--- config.mk ---
export PLATFORM = sky130hd
export DESIGN_NAME = cla_8_bit
export DESIGN_NICKNAME = d
export VERILOG_FILES = /design/src/rtl/cla_8_bit_pkg.sv /design/src/rtl/cla_8_bit_cla_4bit.sv /design/src/rtl/cla_8_bit.sv
export SDC_FILE = /design/constraint.sdc
export NUM_CORES = 1
export LEC_CHECK = 0
export CAP_MARGIN = 20
export CORE_AREA = 10 10 47 49
export CTS_CLUSTER_DIAMETER = 40
export DETAILED_ROUTE_END_ITERATION = 7
export DIE_AREA = 0 0 57 59
export DONT_BUFFER_PORTS = 1
export GPL_ROUTABILITY_DRIVEN = 0
export PLACE_DENSITY = 0.62
export SETUP_SLACK_MARGIN = 0.02
export SLEW_MARGIN = 15
export SYNTH_ARGS = -nofsm -noshare
export SYNTH_HDL_FRONTEND = slang
export SYNTH_SLANG_ARGS = --single-unit
export TNS_END_PERCENT = 10
--- constraint.sdc ---
create_clock -name clk -period 5.1 [get_ports clk]
set_input_delay 1.02 -clock clk [delete_from_list [all_inputs] [get_ports clk]]
set_output_delay 1.02 -clock clk [all_outputs]
set_load 0.01 [all_outputs]
--- src/rtl/cla_8_bit_pkg.sv ---
// Shared constants and operand type for the two-level carry-lookahead adder.
package cla_8_bit_pkg;

  localparam int CLA_WIDTH  = 8;
  localparam int CLA_GROUP  = 4;
  localparam int CLA_GROUPS = CLA_WIDTH / CLA_GROUP;

  typedef logic [CLA_WIDTH-1:0] operand_t;

endpackage

--- src/rtl/cla_8_bit_cla_4bit.sv ---
// First-level lookahead group: four-bit sum plus group generate/propagate.
// Every internal carry is a flat sum-of-products of g, p and the group
// carry-in, so nothing ripples from one bit to the next.
module cla_4bit
  import cla_8_bit_pkg::*;
(
  input  logic [CLA_GROUP-1:0] a,
  input  logic [CLA_GROUP-1:0] b,
  input  logic                 ci,
  output logic [CLA_GROUP-1:0] s,
  output logic                 GG,
  output logic                 GP
);

  logic [CLA_GROUP-1:0] g;
  logic [CLA_GROUP-1:0] p;
  logic [CLA_GROUP-1:0] c;

  // Per-bit generate and propagate terms.
  genvar gi;
  generate
    for (gi = 0; gi < CLA_GROUP; gi++) begin : g_bit
      assign g[gi] = a[gi] & b[gi];
      assign p[gi] = a[gi] ^ b[gi];
    end
  endgenerate

  // Carries into bits 1..3 use ci directly rather than c[0], keeping each
  // carry a two-level expression.
  assign c[0] = ci;
  assign c[1] = g[0] | (p[0] & ci);
  assign c[2] = g[1] | (p[1] & g[0]) | (p[1] & p[0] & ci);
  assign c[3] = g[2] | (p[2] & g[1]) | (p[2] & p[1] & g[0])
              | (p[2] & p[1] & p[0] & ci);

  assign s = p ^ c;

  // Group terms consumed by the second-level lookahead in the top.
  assign GG = g[3] | (p[3] & g[2]) | (p[3] & p[2] & g[1])
            | (p[3] & p[2] & p[1] & g[0]);
  assign GP = &p;

endmodule

--- src/rtl/cla_8_bit.sv ---
// Eight-bit two-level carry-lookahead adder with a combinational result and
// a one-cycle registered copy for pipelined consumers.
module cla_8_bit
  import cla_8_bit_pkg::*;
(
  input  logic                 clk,
  input  logic                 rst_n,
  input  logic [CLA_WIDTH-1:0] A,
  input  logic [CLA_WIDTH-1:0] B,
  input  logic                 Cin,
  output logic [CLA_WIDTH-1:0] Sum,
  output logic                 Cout,
  output logic [CLA_WIDTH-1:0] Sum_q,
  output logic                 Cout_q
);

  localparam int WIDTH = CLA_WIDTH;

  logic [CLA_GROUPS-1:0] gg;
  logic [CLA_GROUPS-1:0] gp;
  logic [CLA_GROUPS-1:0] gci;

  operand_t sum_q_reg;
  logic     cout_q_reg;

  // Second-level lookahead: the upper group's carry-in is formed from the
  // lower group's GG/GP and Cin, never from the lower group's internal carries.
  assign gci[0] = Cin;
  assign gci[1] = gg[0] | (gp[0] & Cin);
  assign Cout   = gg[1] | (gp[1] & gg[0]) | (gp[1] & gp[0] & Cin);

  genvar gi;
  generate
    for (gi = 0; gi < CLA_GROUPS; gi++) begin : g_group
      cla_4bit u_group (
        .a  (A[gi*CLA_GROUP +: CLA_GROUP]),
        .b  (B[gi*CLA_GROUP +: CLA_GROUP]),
        .ci (gci[gi]),
        .s  (Sum[gi*CLA_GROUP +: CLA_GROUP]),
        .GG (gg[gi]),
        .GP (gp[gi])
      );
    end
  endgenerate

  // Registered copy of the result; reset clears it without waiting for clk.
  always_ff @(posedge clk or negedge rst_n) begin
    if (!rst_n) begin
      sum_q_reg  <= '0;
      cout_q_reg <= 1'b0;
    end else begin
      sum_q_reg  <= Sum;
      cout_q_reg <= Cout;
    end
  end

  assign Sum_q  = sum_q_reg[WIDTH-1:0];
  assign Cout_q = cout_q_reg;

endmodule

==> results of run 1 <==
## layout make-up
class	instances	area (um^2)
Clock buffer	4	26.3
Fill cell	145	808
Multi-Input combinational cell	31	303
Inverter	5	18.8
Sequential cell	9	225
Tap cell	16	20.0
## stage by stage
step                      setup slack [ns]  utilization [%]  std cells  instance area [um^2]  total power [uW]
after floorplan                       1.58                -         45                   547               141
after global placement                1.48             40.4         61                   567               152
after detailed placement              1.47             40.4         61                   567               153
after CTS                             1.47             42.3         65                   593               208
after global routing                  1.41             42.3         65                   593               218
final                                 1.48             42.3         65                   593               202
## sequential cells by signal (all words and copies together) (netlist names)
register / flops
Sum_q: 8
Cout_q: 1
## worst max path at each step
stage	end	slack (ns)	cells past startpoint
after floorplan	Sum[5]	1.58	6
after global placement	Sum[5]	1.48	6
after detailed placement	Sum[5]	1.47	6
after CTS	Sum[5]	1.47	6
after global routing	Sum[5]	1.41	6
final	Sum[5]	1.48	6
## metal layers
metal / routed length, um / track usage (%)
met5: 0 / 0
met4: 24 / 7.05
met3: 164 / 5.15
met2: 668 / 12.7
met1: 394 / 7.17
## power breakdown
| group | switching (uW) | total, uW | internal [uW] |
|---|---|---|---|
| sequential | 13.4 | 99.0 | 85.6 |
| clock | 21.4 | 51.3 | 29.9 |
| combinational | 32.0 | 51.2 | 19.2 |
## cell usage after synthesis
cell type	count	area, um^2
dfrtp_1	9	225
o41a_1	1	11.3
ha_1	8	100
o32ai_1	1	8.76
o21a_1	1	7.51
a21oi_2	1	8.76
a21o_2	1	8.76
o31a_1	1	8.76
xnor2_1	2	17.5
xor2_1	3	26.3
nand3_1	2	10.0
a211oi_1	1	7.51
fa_1	2	40.0
a21o_1	1	7.51
inv_1	5	18.8
or2_2	2	12.5
nor2_1	1	3.75
o21bai_1	1	7.51
nand2_1	1	3.75
o211ai_2	1	12.5
## cells by family (layout without fill, tap and decap cells)
group           Yosys count  in the layout  share of synthesized area (%)
fa+ha+maj                10             10                           25.6
compound gates           10             10                           16.2
flops                     9              9                           41.2
simple gates              6              6                           5.49
xor+xnor                  5              5                           8.01
buf+inv                   5              9                           3.43
==> reports/metrics.cfg, run 1 <==
[synth]
netlist_instances=45
syn-mean-instance-area_um2=12.2
synthesis.nets=74
netlist_area_um2=547
ys_types=20
seq_area_frac_synth_pct=41.2
ys_ff_latch=9
yosys_warnings=0

[floorplan]
start_util_pct=39.0
fp.dieW_um=57
rows=14
die_y_um=59
dieArea_mm2=0.00336
io_pins=37
coreArea_mm2=0.00140

[cts]
clkSinkCount=9
root_buffer=clkbuf_4
clockBufferDepth=2
postCtsHoldBufs=0
cts_resized=0
clk_pin_slew_ns=0.05
cts_setup_buffers=0
htree_levels=1
cts_tree=yes
cts_made_buffers=3

[grt]
grt_pass1_wl_um=2050
grt_pass1_vias=414
grt_max_degree=10
grt_overflow=0
grt_use_total_pct=8.10
antenna_found_initial=0

[timing]
rsz0062_at_grt=no
fin_crit_ns=3.62
hold_viol_final=0
tns_ns=0
max_freq_mhz=276
finalCritPeriodShare_pct=70.9
worst_slew_pin_slew_ns=0.392
slew_viol_final=0
whs_ns=0.461
slew_headroom_pct=73.7
finalSetupViolations=0

[drt]
wl_um=1250
drt_iter0_markers=0
ant_nets=0
wire_per_inst_um=19.2
drcViolationCount=0
vias=357
viasPerCell=5.49
firstDrtPassIters=1

[cells_and_area]
mostFrequentLayoutCell=dfrtp_1
layout_common_cells=9 x dfrtp_1, 8 x ha_1, 5 x inv_1
drive_gt1_share_pct=16.3
fin_nets=79
areaGrowthSynthToFinish_pct=8.47
diodes=0

[worst_setup_path]
criticalPathCategory=in -> out
crit_buf_inv=0
critPathArrivalTime_ns=2.60
cp_data_required_time_ns=4.08
crit_slowest_cell=fa_1
cp_max_fo=4
start_kind=primary input
cp-startpoint=A[0]
endpoint_kind=output port
worstPathCellList=ha_1 > a21oi_2 > o211ai_2 > or2_2 > fa_1 > xor2_1
cpPeakStageDelay_ns=0.37
cpLargestDelayFamily=adder cells

[run]
maxCapViolCount=0

[placed_design]
dp_hpwl_um=1110
port_buffers=0

[run_status]
status=finished, final reports clean

[pwr]
ir_drop_v=0.0000898
leakage_uw=0.000289
p_per_area_mw_per_mm2=340

[min_path]
hold_class=in -> async

(Power assumes the default switching activity.)
==> run 2, diff against run 1 <==
- PLACE_DENSITY: 0.62 -> 0.64
- clock period: 5.1 -> 3.05 ns (I/O delays scaled with it)
==> run 2 against run 1 <==
  * Clock-buffer cell count stayed put
  * Sequential power is 68% higher
  * Utilization stayed put
  * Critical path depth stayed put
  * Sequential cell count stayed put
  * Largest cell class unchanged
  * Largest power group unchanged
==> reports/metrics.cfg, run 2 (synthesis gave the netlist of run 1 again) <==
[cts]
clk_pin_slew_ns=0.06
clockBufferDepth=2
root_buffer=clkbuf_4
clkSinkCount=9
cts_tree=yes
cts_setup_buffers=0
postCtsHoldBufs=0
cts_resized=0
htree_levels=1
cts_made_buffers=3

[grt]
grt_pass1_wl_um=1830
grt_use_total_pct=6.97
grt_overflow=0
antenna_found_initial=0
grt_max_degree=10
grt_pass1_vias=371

[min_path]
hold_class=in -> async

[worst_setup_path]
endpoint_kind=output port
start_kind=primary input
cp_data_required_time_ns=2.44
critPathArrivalTime_ns=2.18
criticalPathCategory=in -> out
cp_max_fo=4

[floorplan]
io_pins=37
die_y_um=59
dieArea_mm2=0.00336
coreArea_mm2=0.00140
start_util_pct=39.0
fp.dieW_um=57
rows=14

[pwr]
p_per_area_mw_per_mm2=568
leakage_uw=0.000289
total_power_uw=337
ir_drop_v=0.000158

[run_status]
status=finished, final reports clean

[timing]
tns_ns=0
worst_slew_pin_slew_ns=0.409
finalSetupViolations=0
hold_viol_final=0
setup_ws_ns=0.258
max_freq_mhz=358
fin_crit_ns=2.79
rsz0062_at_grt=no
slew_viol_final=0
slew_headroom_pct=72.5
finalCritPeriodShare_pct=91.5

[placed_design]
place_ws_ns=0.230
place_area_um2=567
port_buffers=0
dp_hpwl_um=1090

[cells_and_area]
fin_util_pct=42.3
largest_reg_flops=8
drive_gt1_share_pct=16.3
layout_common_cells=9 x dfrtp_1, 8 x ha_1, 5 x inv_1
areaGrowthSynthToFinish_pct=8.47
fin_nets=79
multi_input_area_um2=303
final-seq-area_um2=225
mostFrequentLayoutCell=dfrtp_1
diodes=0
fillers=149
stdcell_area_um2=593

[drt]
drcViolationCount=0
firstDrtPassIters=3
drt_iter0_markers=7
ant_nets=0
wire_per_inst_um=18.9
vias=344
wl_um=1230
viasPerCell=5.29

[run]
maxCapViolCount=0

[run 2: cell counts in the layout (fill, tap and decap cells not counted)]
Identical to the previous run, type by type.
[run 2: worst max-delay path: stages]
cell and delay (ns):
ha_1 0.28, a21oi_2 0.17, o211ai_2 0.14, or2_2 0.30, fa_1 0.37, xor2_1 0.30
[run 2: worst paths after layout]
check / to / slack, ns / cells past startpoint / startpoint
min in group clk: Sum_q[4] / 0.64 / 1 / B[4]
max in group asynchronous: Sum_q[5] / 2.93 / 0 / rst_n
setup / recovery: Sum[5] / 0.26 / 6 / A[0]
hold / removal: Cout_q / 0.05 / 0 / rst_n
[run 2: final cells by class]
class | instances | area share, %
multi-input combinational | 31 | 51.1
sequential | 9 | 38.0
clock buffer | 4 | 4.43
tap | 16 | 3.38
inverter | 5 | 3.16
[run 2: routing by layer]
layer,global-route usage [%],wire (um),share of wire (%)
met2,11.8,659,54
met1,6.55,428,35
met3,4.51,139,11
met4,3.02,0,0
met5,0,0,0
[run 2: through the flow]
step | hold WS, ns | cells
final | 0.0508 | 65
after global routing | 0.0366 | 65
after CTS | 0.0457 | 65
after detailed placement | 0.315 | 61
after global placement | 0.315 | 61
after floorplan | 0.314 | 45
[run 2: where the power goes]
group          leakage, uW  internal, uW  total [uW]  switching [uW]
combinational     0.000168          31.9        84.2            52.3
clock            0.0000150          50.1        86.7            36.6
sequential        0.000105           143         166            22.7
